File: src/rtl/updowncounter_sequencer_if.sv
// Command, status and counter-control bundle for the up/down counter sweep sequencer.
interface updowncounter_sequencer_if #(
  parameter int WIDTH  = 6,
  parameter int PASS_W = 4
);
  // Command side
  logic              start;
  logic              stop;
  logic [WIDTH-1:0]  lo;
  logic [WIDTH-1:0]  hi;
  logic [PASS_W-1:0] passes;
  // Status side
  logic              busy;
  logic              done;
  logic              err;
  logic [PASS_W-1:0] pass_cnt;
  logic              dir;
  // Counter control and feedback
  logic              ctr_load;
  logic [WIDTH-1:0]  ctr_data;
  logic              ctr_count_up;
  logic [WIDTH-1:0]  ctr_count;

  // Issues commands, observes status and models/feeds the counter
  modport master (
    output start, stop, lo, hi, passes, ctr_count,
    input  busy, done, err, pass_cnt, dir, ctr_load, ctr_data, ctr_count_up
  );

  // The sequencer itself
  modport slave (
    input  start, stop, lo, hi, passes, ctr_count,
    output busy, done, err, pass_cnt, dir, ctr_load, ctr_data, ctr_count_up
  );
endinterface

File: src/rtl/updowncounter_sequencer.sv
// Triangle-sweep controller for a free-running 6-bit up/down counter.
// Loads LO, counts up to HI, down to LO, and repeats for a programmed number
// of passes. The counter always moves unless loaded, so every non-sweeping
// state parks it at lo_q by holding LOAD high.
module updowncounter_sequencer #(
  parameter int WIDTH  = 6,
  parameter int PASS_W = 4
) (
  input logic                      clk,
  input logic                      rst_n,
  updowncounter_sequencer_if.slave bus
);

  localparam logic [2:0] ST_IDLE = 3'd0;
  localparam logic [2:0] ST_LOAD = 3'd1;
  localparam logic [2:0] ST_UP   = 3'd2;
  localparam logic [2:0] ST_DOWN = 3'd3;
  localparam logic [2:0] ST_DONE = 3'd4;

  logic [2:0]        state_q, state_d;
  logic [WIDTH-1:0]  lo_q, lo_d;
  logic [WIDTH-1:0]  hi_q, hi_d;
  logic [PASS_W-1:0] passes_q, passes_d;
  logic [PASS_W-1:0] pass_cnt_q, pass_cnt_d;
  logic              err_q, err_d;

  logic              cfg_ok;
  logic              track_err;
  logic [WIDTH-1:0]  hi_m1;
  logic [WIDTH-1:0]  lo_p1;
  logic [PASS_W-1:0] pass_inc;
  logic              last_pass;

  // A config is usable only with a non-empty range and at least one pass;
  // LO < HI also guarantees hi_q-1 and lo_q+1 never wrap.
  assign cfg_ok    = (bus.lo < bus.hi) && (bus.passes != '0);
  // Counter outside the latched window means someone else moved it.
  assign track_err = (bus.ctr_count < lo_q) || (bus.ctr_count > hi_q);
  // Turn around one count early: the counter lands on the bound the same edge.
  assign hi_m1     = hi_q - WIDTH'(1);
  assign lo_p1     = lo_q + WIDTH'(1);
  assign pass_inc  = pass_cnt_q + PASS_W'(1);
  assign last_pass = (pass_inc == passes_q);

  // Next-state logic: command handling, turnarounds, abort and tracking check.
  always_comb begin
    state_d    = state_q;
    lo_d       = lo_q;
    hi_d       = hi_q;
    passes_d   = passes_q;
    pass_cnt_d = pass_cnt_q;
    err_d      = 1'b0;
    case (state_q)
      ST_IDLE: begin
        // STOP in the same cycle suppresses START entirely.
        if (bus.start && !bus.stop) begin
          if (cfg_ok) begin
            lo_d       = bus.lo;
            hi_d       = bus.hi;
            passes_d   = bus.passes;
            pass_cnt_d = '0;
            state_d    = ST_LOAD;
          end else begin
            err_d = 1'b1;
          end
        end
      end
      ST_LOAD: begin
        if (bus.stop) state_d = ST_IDLE;
        else          state_d = ST_UP;
      end
      ST_UP: begin
        if (bus.stop) begin
          state_d = ST_IDLE;
        end else if (track_err) begin
          err_d   = 1'b1;
          state_d = ST_IDLE;
        end else if (bus.ctr_count == hi_m1) begin
          state_d = ST_DOWN;
        end
      end
      ST_DOWN: begin
        if (bus.stop) begin
          state_d = ST_IDLE;
        end else if (track_err) begin
          err_d   = 1'b1;
          state_d = ST_IDLE;
        end else if (bus.ctr_count == lo_p1) begin
          pass_cnt_d = pass_inc;
          state_d    = last_pass ? ST_DONE : ST_UP;
        end
      end
      ST_DONE: state_d = ST_IDLE;
      default: state_d = ST_IDLE;
    endcase
  end

  // State and configuration registers with asynchronous active-low reset.
  always_ff @(posedge clk or negedge rst_n) begin
    if (!rst_n) begin
      state_q    <= ST_IDLE;
      lo_q       <= '0;
      hi_q       <= '0;
      passes_q   <= '0;
      pass_cnt_q <= '0;
      err_q      <= 1'b0;
    end else begin
      state_q    <= state_d;
      lo_q       <= lo_d;
      hi_q       <= hi_d;
      passes_q   <= passes_d;
      pass_cnt_q <= pass_cnt_d;
      err_q      <= err_d;
    end
  end

  // Status and counter-control decode, purely from the current state.
  assign bus.busy         = (state_q == ST_LOAD) || (state_q == ST_UP) || (state_q == ST_DOWN);
  assign bus.done         = (state_q == ST_DONE);
  assign bus.err          = err_q;
  assign bus.pass_cnt     = pass_cnt_q;
  assign bus.dir          = (state_q == ST_UP);
  assign bus.ctr_load     = !((state_q == ST_UP) || (state_q == ST_DOWN));
  assign bus.ctr_count_up = (state_q == ST_UP);
  assign bus.ctr_data     = lo_q;

endmodule

File: src/flat_wrapper.sv
// flat-port wrapper written by rule: the top's interface ports become plain ports
module updowncounter_sequencer_flat 
#(
  parameter int WIDTH  = 6,
  parameter int PASS_W = 4
)
  (clk, rst_n, bus_start, bus_stop, bus_lo, bus_hi, bus_passes, bus_ctr_count, bus_busy, bus_done, bus_err, bus_pass_cnt, bus_dir, bus_ctr_load, bus_ctr_data, bus_ctr_count_up);
  updowncounter_sequencer_if #(.WIDTH(WIDTH), .PASS_W(PASS_W)) bus_i ();
  input logic clk;
  input logic rst_n;
  input wire logic [$bits(bus_i.start)-1:0] bus_start;
  input wire logic [$bits(bus_i.stop)-1:0] bus_stop;
  input wire logic [$bits(bus_i.lo)-1:0] bus_lo;
  input wire logic [$bits(bus_i.hi)-1:0] bus_hi;
  input wire logic [$bits(bus_i.passes)-1:0] bus_passes;
  input wire logic [$bits(bus_i.ctr_count)-1:0] bus_ctr_count;
  output wire logic [$bits(bus_i.busy)-1:0] bus_busy;
  output wire logic [$bits(bus_i.done)-1:0] bus_done;
  output wire logic [$bits(bus_i.err)-1:0] bus_err;
  output wire logic [$bits(bus_i.pass_cnt)-1:0] bus_pass_cnt;
  output wire logic [$bits(bus_i.dir)-1:0] bus_dir;
  output wire logic [$bits(bus_i.ctr_load)-1:0] bus_ctr_load;
  output wire logic [$bits(bus_i.ctr_data)-1:0] bus_ctr_data;
  output wire logic [$bits(bus_i.ctr_count_up)-1:0] bus_ctr_count_up;
  assign bus_i.start = bus_start;
  assign bus_i.stop = bus_stop;
  assign bus_i.lo = bus_lo;
  assign bus_i.hi = bus_hi;
  assign bus_i.passes = bus_passes;
  assign bus_i.ctr_count = bus_ctr_count;
  assign bus_busy = bus_i.busy;
  assign bus_done = bus_i.done;
  assign bus_err = bus_i.err;
  assign bus_pass_cnt = bus_i.pass_cnt;
  assign bus_dir = bus_i.dir;
  assign bus_ctr_load = bus_i.ctr_load;
  assign bus_ctr_data = bus_i.ctr_data;
  assign bus_ctr_count_up = bus_i.ctr_count_up;
  updowncounter_sequencer #(.WIDTH(WIDTH), .PASS_W(PASS_W)) u_core (.clk(clk), .rst_n(rst_n), .bus(bus_i));
endmodule
File: config.mk
export PLATFORM = sky130hd
export DESIGN_NAME = updowncounter_sequencer_flat
export DESIGN_NICKNAME = d
export VERILOG_FILES = /design/src/rtl/updowncounter_sequencer_if.sv /design/src/rtl/updowncounter_sequencer.sv /design/src/flat_wrapper.sv
export SDC_FILE = /design/constraint.sdc
export NUM_CORES = 1
export LEC_CHECK = 0
export ABC_AREA = 0
export BUFFER_PORTS_ARGS = -buffer_cell sky130_fd_sc_hd__buf_2
export CORE_ASPECT_RATIO = 1.5
export CORE_MARGIN = 4
export CORE_UTILIZATION = 54
export DETAILED_ROUTE_END_ITERATION = 12
export PLACE_DENSITY = 0.82
export SYNTH_ARGS = -nofsm -noshare
export SYNTH_HDL_FRONTEND = slang
export SYNTH_SLANG_ARGS = --single-unit
File: constraint.sdc
create_clock -name clk -period 2.76 [get_ports clk]
set_input_delay 0.552 -clock clk [delete_from_list [all_inputs] [get_ports clk]]
set_output_delay 0.552 -clock clk [all_outputs]
set_load 0.01 [all_outputs]
==> results.toml <==
[run_status]
status = "finished, final reports clean"

[cells_and_area]
syn2layout_area_growth_pct = 16.08
nNetsFinal = 296
multi_input_area_um2 = 1157
final_cell_mix = "buf_2 (41), dfrtp_1 (24), inv_1 (23)"
final_area_um2 = 2177
fillers = 310
instances_no_fill = 291
diodes = 0
drive_gt1_frac = 0.2249
final_util = 0.6435
final_common_cell = "buf_2"
register_area_um2 = 600.6

[setup_path]
reg2reg_depth = 8
worstPathRequired_ns = 2.92
r2r_start = "u_core.hi_q[3]"
cpMaxStageDelayCell = "a2111oi_4"
path_cells = "buf_2, inv_1, ha_1, a211oi_1, o21ai_1, a2111oi_4, buf_12, mux2_2"
crit_type = "input port to flop"
crit_arrival_ns = 2.54
cp-start-kind = "input port"
r2r_slack_ns = 0.46
end_kind = "flop"
crit_path_max_incr_delay_ns = 0.58
critical_path.reg2reg.endpoint = "u_core.bus.pass_cnt[3]"
crit_path_max_fanout = 27

[timing]
period_share = 0.8621
worst_pin_slew_ns = 0.8053
slew_viol_final = 0
fin_crit_ns = 2.379
layout_setup_ws_ns = 0.3807
finalHoldViolCount = 0
slew_headroom = 0.4561
setup_viol = 0
tns_ns = 0
skew_ns = 0.002215
grt_setup_unrepaired = "false"
fin_hold_ws_ns = 0.2470
clock.fmax_mhz = 420.3

[floorplan]
core-area_um2 = 3383
initial_core_util = 0.5544
pin_count = 42
die_area_um2 = 4500
rows = 26
fp.dieH_um = 80.18
chipWidth_um = 56.12

[power_and_ir_drop]
p_int_uw = 842.7
swShare = 0.3851
p_seq_frac = 0.372
total_power_mw = 1.371
power_density_nw_per_um2 = 629.5
vdd_drop_max_v = 0.0004987
leakage_nw = 1.089
power.switching_uw = 527.8
clockPowerShare = 0.173
combPwrFrac = 0.455

[clock_tree]
clkSlewWorstSetupHoldPaths_ns = 0.08
clkSinkCount = 24
clkLatencyLatePin_ns = 0.27
cts_buffers = 3
ctsResizeCount = 0
cts_tree = "done"
cts_max_path_buffers = 2
cts_hold_buf = 0
cts_setup_buffers = 0
cts_root_buf = "clkbuf_8"
htreeDepth = 1

[route]
drt_iter0_drc = 55
totalWireLength_mm = 4.467
drc_errors = 0
avgViaCountPerCell = 5.591
wire_per_inst_um = 15.35
first_pass_iters = 4
final_antenna_net_count = 0
route.vias.total = 1627

[placement]
io_buffers = 41
place_ws_ns = 0.1571
place_area_um2 = 2122
dpl.hpwl_mm = 3.688
dp_cells = 287
gp_congestion = 0.8286

[synthesis]
yosysTopAreaCellShare = 0.3202
synth_area_um2 = 1876
syn_inst = 208
synthArstFlopShare = 1.000
syn-num-nets = 254
ys_warn_count = 0
synth_top_flop_cell = "dfrtp_1"
ys_top_cells_by_area = "dfrtp_1 (32%), ha_1 (13%), xnor2_1 (8.4%)"
avgSynthCellArea_um2 = 9.017
synth_edf_count = 0
yosysSeqAreaShare = 0.3202
yosys_register_bits = 24
yosys.area.top_type = "dfrtp_1"
ys_types = 45

[global_route]
grt_usage = 0.2077
grt_max_degree = 28
antenna_found_initial = 0
grt-ovfl-total = 0
grt_pass1_wl_mm = 7.300
grt_pass1_vias = 1674

[job]
drv_cap = 0

[min_path]
hp-class = "input port to asynchronous set/reset pin"
==> sequential cells by signal, summed over array words and instances, names as in the netlist <==
signal,count
u_core.bus.ctr_data,6
u_core.bus.err,1
u_core.bus.pass_cnt,4
u_core.hi_q,6
u_core.passes_q,4
u_core.state_q,3
==> worst max-delay path: cells and delay by family <==
family / cells / cell delay [ns]
AO/OA/AOI/OAI: 3 / 0.97
buffers and inverters: 3 / 0.37
multiplexers: 1 / 0.34
adder cells (fa/ha/maj): 1 / 0.30
==> layer usage <==
layer  vias up  track usage  share of wire
met5         -            0              0
met4         0       0.1235          0.044
met3        15      0.01768          0.033
met2        47       0.3981           0.54
met1       759       0.2149           0.39
li1        806            -              -
==> cells by family (layout without fill, tap and decap cells) <==
family,after synthesis,in the layout,synth area share
buf+inv,28,69,0.06270
compound gates,40,40,0.1521
simple gates,70,70,0.2035
mux,5,5,0.03002
xor+xnor,21,21,0.09807
fa+ha+maj,20,20,0.1334
flops,24,24,0.3202
==> synthesized netlist by cell type (2+ instances only) <==
master and instances:
a211o_1 2, o21ai_0 12, ha_1 20, or3_1 3, nor3_1 4, mux2_2 5
xor2_1 3, inv_1 23, nand4_1 3, o21ai_1 2, nand3_1 5, a2bb2oi_1 2
and2_1 2, nor2_1 12, nor4b_1 2, nand2_1 20, a21oi_1 8, nor4_1 3
nor2b_1 3, dfrtp_1 24, a311o_1 2, o21a_1 2, nor3b_1 2, xnor2_1 18
and3_1 2, nand2b_1 5
==> layout make-up <==
cell class                 instances  area share
inverter                          23     0.03966
tap                               42     0.02414
timing repair buffer              42      0.1034
clock buffer                       4     0.02529
multi-input combinational        156      0.5316
sequential                        24      0.2759
==> worst max-delay path by stage <==
stage / startpoint / endpoint / slack, ns / cells past startpoint
4_1_cts: bus_hi[3] / u_core.passes_q[0] / 0.39 / 8
3_3_place_gp: bus_hi[3] / u_core.bus.ctr_data[0] / 0.19 / 8
6_report: bus_hi[3] / u_core.passes_q[0] / 0.38 / 8
3_5_place_dp: bus_hi[3] / u_core.passes_q[0] / 0.16 / 8
5_1_grt: bus_hi[3] / u_core.passes_q[3] / 0.31 / 8
2_1_floorplan: bus_hi[3] / u_core.bus.pass_cnt[2] / 0.50 / 8
==> power groups by stage <==
stage	Sequential (mW)	Clock [mW]	Combinational, mW
final	0.510	0.237	0.624
after global routing	0.521	0.253	0.700
after CTS	0.509	0.239	0.628
after detailed placement	0.515	0	0.622
after global placement	0.510	0	0.597
after floorplan	0.509	0	0.444
Power figures use the tool's default switching activity.
